File: config.mk
export PLATFORM = sky130hd
export DESIGN_NAME = pipe_skid_stage
export DESIGN_NICKNAME = d
export VERILOG_FILES = /design/src/rtl/pipe_skid_stage_pkg.sv /design/src/rtl/pipe_sat_counter.sv /design/src/rtl/pipe_skid_stage.sv
export SDC_FILE = /design/constraint.sdc
export NUM_CORES = 1
export LEC_CHECK = 0
export CAP_MARGIN = 20
export CORE_ASPECT_RATIO = 0.9
export CORE_MARGIN = 3
export CORE_UTILIZATION = 30
export DETAILED_ROUTE_END_ITERATION = 6
export GPL_TIMING_DRIVEN = 0
export HOLD_SLACK_MARGIN = 0.12
export PLACE_DENSITY = 0.54
export SLEW_MARGIN = 20
export SYNTH_ARGS = -nofsm -noshare
export SYNTH_HDL_FRONTEND = slang
export SYNTH_HIERARCHICAL = 1
export SYNTH_SLANG_ARGS = --single-unit
export TNS_END_PERCENT = 100
File: constraint.sdc
create_clock -name clk -period 5.05 [get_ports clk]
set_input_delay 1.2625 -clock clk [delete_from_list [all_inputs] [get_ports clk]]
set_output_delay 1.2625 -clock clk [all_outputs]
set_load 0.01 [all_outputs]
File: src/rtl/pipe_skid_stage_pkg.sv
// Shared pipeline definitions: stage state encoding, drop-counter width and
// a saturating-add helper used by the drop counter.
package pipe_skid_stage_pkg;

  typedef enum logic [1:0] {
    ST_EMPTY = 2'd0,
    ST_ONE   = 2'd1,
    ST_FULL  = 2'd2
  } stage_state_e;

  localparam int DROP_CNT_W = 8;

  // a + b, clamped at all-ones instead of wrapping.
  function automatic logic [DROP_CNT_W-1:0] sat_add(
    input logic [DROP_CNT_W-1:0] a,
    input logic [1:0]            b
  );
    logic [DROP_CNT_W:0] sum;
    sum = {1'b0, a} + {{(DROP_CNT_W-1){1'b0}}, b};
    return sum[DROP_CNT_W] ? {DROP_CNT_W{1'b1}} : sum[DROP_CNT_W-1:0];
  endfunction

endpackage

File: src/rtl/pipe_sat_counter.sv
// Saturating event counter: adds inc (0..3) when en is high, sticks at the
// maximum value. Updates on the falling edge of clk like the rest of the stage.
// Ports:
//   clk  - clock (falling edge active)
//   rst  - synchronous active-low reset, clears the count
//   en   - add inc this cycle
//   inc  - amount to add
//   cnt  - current saturated count
module pipe_sat_counter
  import pipe_skid_stage_pkg::*;
(
  input  logic                  clk,
  input  logic                  rst,
  input  logic                  en,
  input  logic [1:0]            inc,
  output logic [DROP_CNT_W-1:0] cnt
);

  always_ff @(negedge clk) begin
    if (!rst) begin
      cnt <= '0;
    end else if (en) begin
      cnt <= sat_add(cnt, inc);
    end
  end

endmodule

File: src/rtl/pipe_skid_stage.sv
// Valid/ready pipeline stage with an optional skid entry. With SKID=1 it holds
// up to two entries and in_ready comes straight from the state register; with
// SKID=0 it is a single register whose in_ready also looks at out_ready.
// flush empties the stage (counting discarded entries), hold freezes it.
//
// Ports:
//   clk       - clock, all state changes on the falling edge
//   rst       - synchronous active-low reset
//   flush     - drop everything held plus this cycle's offered input
//   hold      - freeze: no transfers, outputs keep presenting
//   in_valid  / in_data  / in_ready  - upstream handshake
//   out_valid / out_data / out_ready - downstream handshake
//   count     - entries held (0..2)
//   drop_cnt  - saturating count of entries discarded by flush
//
// state    | meaning
// ST_EMPTY | nothing held, out_data = BUBBLE
// ST_ONE   | main entry valid
// ST_FULL  | main + skid valid (SKID=1 only), input blocked
module pipe_skid_stage
  import pipe_skid_stage_pkg::*;
#(
  parameter int               WIDTH  = 64,
  parameter logic [WIDTH-1:0] BUBBLE = {WIDTH{1'b0}},
  parameter bit               SKID   = 1'b1
) (
  input  logic                  clk,
  input  logic                  rst,
  input  logic                  flush,
  input  logic                  hold,
  input  logic                  in_valid,
  input  logic [WIDTH-1:0]      in_data,
  output logic                  in_ready,
  output logic                  out_valid,
  output logic [WIDTH-1:0]      out_data,
  input  logic                  out_ready,
  output logic [1:0]            count,
  output logic [DROP_CNT_W-1:0] drop_cnt
);

  stage_state_e     state_q, state_d;
  logic [WIDTH-1:0] main_q, main_d;
  logic [WIDTH-1:0] skid_q, skid_d;
  logic             in_xfer, out_xfer;

  always_ff @(negedge clk) begin
    if (!rst) begin
      state_q <= ST_EMPTY;
      main_q  <= BUBBLE;
      skid_q  <= BUBBLE;
    end else begin
      state_q <= state_d;
      main_q  <= main_d;
      skid_q  <= skid_d;
    end
  end

  // SKID=0 is the one place out_ready reaches in_ready combinationally: a
  // single register can refill in the same cycle it drains.
  always_comb begin
    if (SKID) begin
      in_ready = (state_q != ST_FULL);
    end else begin
      in_ready = (state_q == ST_EMPTY) | out_ready;
    end
  end

  assign out_valid = (state_q != ST_EMPTY);
  assign out_data  = main_q;
  assign count     = (state_q == ST_FULL) ? 2'd2 :
                     (state_q == ST_ONE)  ? 2'd1 : 2'd0;

  assign in_xfer  = in_valid  & in_ready  & ~hold & ~flush;
  assign out_xfer = out_valid & out_ready & ~hold & ~flush;

  // Registers that lose their entry are reloaded with BUBBLE so out_data
  // needs no output mux.
  always_comb begin
    state_d = state_q;
    main_d  = main_q;
    skid_d  = skid_q;
    if (flush) begin
      state_d = ST_EMPTY;
      main_d  = BUBBLE;
      skid_d  = BUBBLE;
    end else begin
      case (state_q)
        ST_EMPTY: begin
          if (in_xfer) begin
            state_d = ST_ONE;
            main_d  = in_data;
          end
        end
        ST_ONE: begin
          if (in_xfer && out_xfer) begin
            main_d = in_data;
          end else if (out_xfer) begin
            state_d = ST_EMPTY;
            main_d  = BUBBLE;
          end else if (in_xfer && SKID) begin
            state_d = ST_FULL;
            skid_d  = in_data;
          end
        end
        ST_FULL: begin
          if (out_xfer) begin
            state_d = ST_ONE;
            main_d  = skid_q;
            skid_d  = BUBBLE;
          end
        end
        default: begin
          state_d = ST_EMPTY;
          main_d  = BUBBLE;
          skid_d  = BUBBLE;
        end
      endcase
    end
  end

  // Only entries actually held are counted; the offered input is not.
  pipe_sat_counter u_drop_cnt (
    .clk (clk),
    .rst (rst),
    .en  (flush),
    .inc (count),
    .cnt (drop_cnt)
  );

endmodule

# == Word-level counts from Yosys, hierarchy flattened ==
# Cells that the tools add are included.
# Widths: inputs -> output; s select.
# word_totals
reg_bits,138
latch_bits,0
ram_bits,0
romBits,0
input_bits,70
output_inout_bits,76
elab_cells,49
mem_count,0
# op_classes
addsub,1
mul,0
div_mod_pow,0
order_cmp,0
eq_ne,10
n_shift,0
mux,17
n_bitwise,10
reduce_logical,7
# ops
cell,count
$mux 64,6
$pmux 64 s3,2
$mux 2,6
$ne 2x2->1 const B,6
$add 8x2->9,1
$mux 8,1
$and 1x1->1,6
$pmux 2 s3,1
$reduce_and 5->1,1
$not 1->1,4
$reduce_and 4->1,1
$ne 3x2->1 const B,1
$ne 3x3->1 const B,1
$reduce_and 3->1,1
$eq 2x1->1 const B,1
$eq 2x2->1 const B,1
$logic_not 2->1,1
$reduce_bool 2->1,1
$reduce_or 2->1,1
$logic_and 1x1->1,1
$mux 1,1

# == Longest topological paths before layout ==
# logic_depth
word_depth,8
mapped_depth,9
ltp_nobuf,8

# == Modules after synthesis ==
# The synthesis kept the hierarchy.
# modules_own_cells
module,n_inst,cells_each,area_each_um2,seq_area_each_um2
pipe_skid_stage,1,607,5798.1,2602.5
pipe_sat_counter,1,52,485.5,160.2

==> reports/metrics.yaml <==
logic_synthesis:
  synth_ff_type: "dfxtp_1"
  yosysTopAreaCellShare_pct: 44.0
  synth.area.top_cells: "dfxtp_1, mux2i_1, a22o_1"
  avgSynthCellArea_um2: 9.53
  synth.yosys.warnings: 6
  synth-edff-count: 0
  yosysTopAreaCell: "dfxtp_1"
  syn_nets: 732
  ys_seq_elements: 138
  ys_types: 49
  yosysMostFrequentCell: "dfxtp_1"
  async_flop_share_pct: 0
  yosysSeqAreaShare_pct: 44.0
  synth_area_mm2: 0.00628
  yosys-top-cells-count: "dfxtp_1, nand2_1, o21ai_0"
  synthCells: 659
timing:
  rsz0062_at_grt: "true"
  tns_ns: 0
  relSlewSlack_pct: 46.1
  hold_viol_final: 0
  fin_skew_ns: 0.0157
  slew_violations: 0
  worst_pin_slew_ns: 0.808
  setup_viol: 0
  setup_ws_ns: 0.0330
placement:
  preCtsSetupSlack_ns: -1.17
  dpl.hpwl_mm: 13.6
  gp_congestion: 0.741
  portBuffers: 145
grt:
  use_met1_pct: 23.9
  grt_use_total_pct: 18.3
  grt_pass1_wl_mm: 33.1
  use_met2_pct: 26.6
  first_global_vias: 6604
  top_usage_layer: "met2"
  use_met3_pct: 7.05
  grt_overflow_total: 0
  grt_max_degree: 17
  antenna_found_initial: 0
finish:
  final_net_count: 1055
  drive_gt1_share_pct: 13.8
  syn_to_final_growth_pct: 52.1
  diodes: 0
clock_network:
  cts_tree: "done"
  cts_buffers: 17
  clock_latency_ns: 0.46
  cts_sinks: 138
  cts_buffer_depth: 2
  ctsRootBufferMaster: "clkbuf_16"
  clk_pin_slew_ns: 0.04
  h-tree-depth: 4
  hold_buffers: 0
hold_path:
  min_from: "skid_q[9]"
  hp-class: "reg2reg"
  worstHoldEndpoint: "skid_q[9]"
  hold_depth: 2
setup_path:
  reg2reg_slack_ns: 2.92
  reg2regPathDepth: 9
  worstPathCellList: "buf_2 > or4b_4 > o211ai_1 > buf_4 > clkbuf_1 > o21ai_0"
  crit_type: "in2reg"
  path_buf_inv: 3
  critPathRequiredTime_ns: 2.83
  cpLargestDelayFamily: "buffers and inverters"
  crit_path_max_incr_delay_ns: 0.55
  end_kind: "flip-flop"
  path_max_fanout: 10
  regToRegEndpoint: "u_drop_cnt/cnt[6]"
  crit_slowest_cell: "or4b_4"
  arrival_ns: 2.80
  r2r_start: "state_q[0]"
  critPathLaunchType: "input port"
pwr:
  switching_share_pct: 30.6
  peakVddDrop_mv: 0.170
  combPwrFrac_pct: 7.3
  p_sw_w: 0.000931
  pwr-share-clk_pct: 55.8
  cellPowerDensity_mw_per_mm2: 318
  p_leak_nw: 4.23
  internal-power_w: 0.00211
  seqPwrFrac_pct: 36.9
route:
  route.vias.total: 6271
  wl_per_cell_um: 16.3
  wirelength_mm: 20.8
  drtPass1Iterations: 4
  ant_nets: 0
  drc_errors: 0
  drt_first_iter_violations: 330
  vias_per_cell: 4.92
floorplanning:
  ios: 146
  start_util_pct: 31.0
  fp.dieW_um: 159
  core_area_mm2: 0.0203
  dieArea_mm2: 0.0227
  die_h_um: 143
  rows: 49
status:
  status: "complete, no violations"
run:
  maxCapViolCount: 0
## power by group through the flow
stage / combinational, W / sequential [W] / clock, W
floorplan: 0.0000845 / 0.00114 / 0.000168
global placement: 0.000221 / 0.00114 / 0.000168
detailed placement: 0.000221 / 0.00114 / 0.000168
CTS: 0.000222 / 0.00112 / 0.00177
global route: 0.000240 / 0.00112 / 0.00190
finish: 0.000221 / 0.00112 / 0.00170
## through the flow
stage          power (W)  instances  cell area, µm²  util [%]  hold slack, ns
2_1_floorplan    0.00139        659            6310         -           0.428
3_3_place_gp     0.00152       1084            8110      40.0           0.438
3_5_place_dp     0.00152       1086            8130      40.1           0.443
4_1_cts          0.00311       1274            9550      47.0           0.447
5_1_grt          0.00326       1275            9560      47.1           0.468
6_report         0.00304       1275            9560      47.1           0.445
## cells in the final DEF (no fill, tap or decap), types with 3 or more instances in the layout
master / n
inv_1: 144
dfxtp_1: 135
dlygate4sd2_1: 73
nand2_1: 69
mux2i_1: 64
o2bb2ai_1: 64
a22o_1: 64
nand3_1: 64
clkdlybuf4s50_1: 64
o21ai_0: 51
buf_4: 23
clkbuf_16: 18
clkbuf_2: 16
o21ai_1: 16
buf_6: 15
clkbuf_1: 11
inv_4: 6
a21oi_1: 6
buf_2: 6
clkinv_4: 5
buf_8: 4
buf_12: 4
clkbuf_8: 4
buf_1: 4
clkbuf_4: 4
nor2_1: 3
dfxtp_2: 3
## area by class of cell
cell class | count | area, µm²
Buffer | 60 | 472
Multi-Input combinational cell | 448 | 3220
Timing Repair Buffer | 170 | 1590
Fill cell | 1992 | 10700
Inverter | 9 | 43.8
Sequential cell | 138 | 2770
Tap cell | 280 | 350
Clock inverter | 153 | 683
Clock buffer | 17 | 425
## repair_timing
action,CTS,global route
cloned,4,0
pin swaps,7,3
gates resized for setup,182,12
endpoints found under the setup margin,204,20
setup buffers,16,4
## registers in the layout, indices dropped and copies added (netlist names)
signal,flops
out_data,64
state_q,2
skid_q,64
u_drop_cnt/cnt,8
## worst register-to-register path, delay by kind of cell (launching register included)
kind	cells	cell delay (ns)
flip-flops	1	0.41
adder cells (fa/ha/maj)	2	0.63
buffers and inverters	3	0.28
AND/OR/NAND/NOR	2	0.38
AO/OA/AOI/OAI	2	0.35
## worst max-delay path by stage
stage | startpoint | endpoint | slack (ns) | cells after the start
after floorplan | hold | skid_q[10] | -0.09 | 7
after global placement | flush | skid_q[28] | -1.50 | 6
after detailed placement | out_ready | out_data[24] | -1.17 | 6
after CTS | state_q[1] | count[0] | -0.02 | 4
after global routing | hold | skid_q[55] | -0.02 | 6
final | hold | skid_q[54] | 0.03 | 6
## cell families (layout without fill, tap and decap cells)
family | count (synthesis) | count (layout) | synth area share [%]
mux | 65 | 65 | 10.4
xor+xnor | 1 | 1 | 0.139
compound gates | 218 | 218 | 26.4
buf+inv | 73 | 409 | 6.11
flops | 138 | 138 | 44.0
simple gates | 161 | 161 | 12.2
fa+ha+maj | 3 | 3 | 0.717
## per-layer routing
| metal | vias to the layer above | share of wire (%) |
|---|---|---|
| met5 | - | 0 |
| met4 | 0 | 1.5 |
| met3 | 22 | 5.8 |
| met2 | 192 | 44 |
| met1 | 2940 | 48 |
| li1 | 3117 | - |
Note: power is estimated with default switching activity, not from simulation.
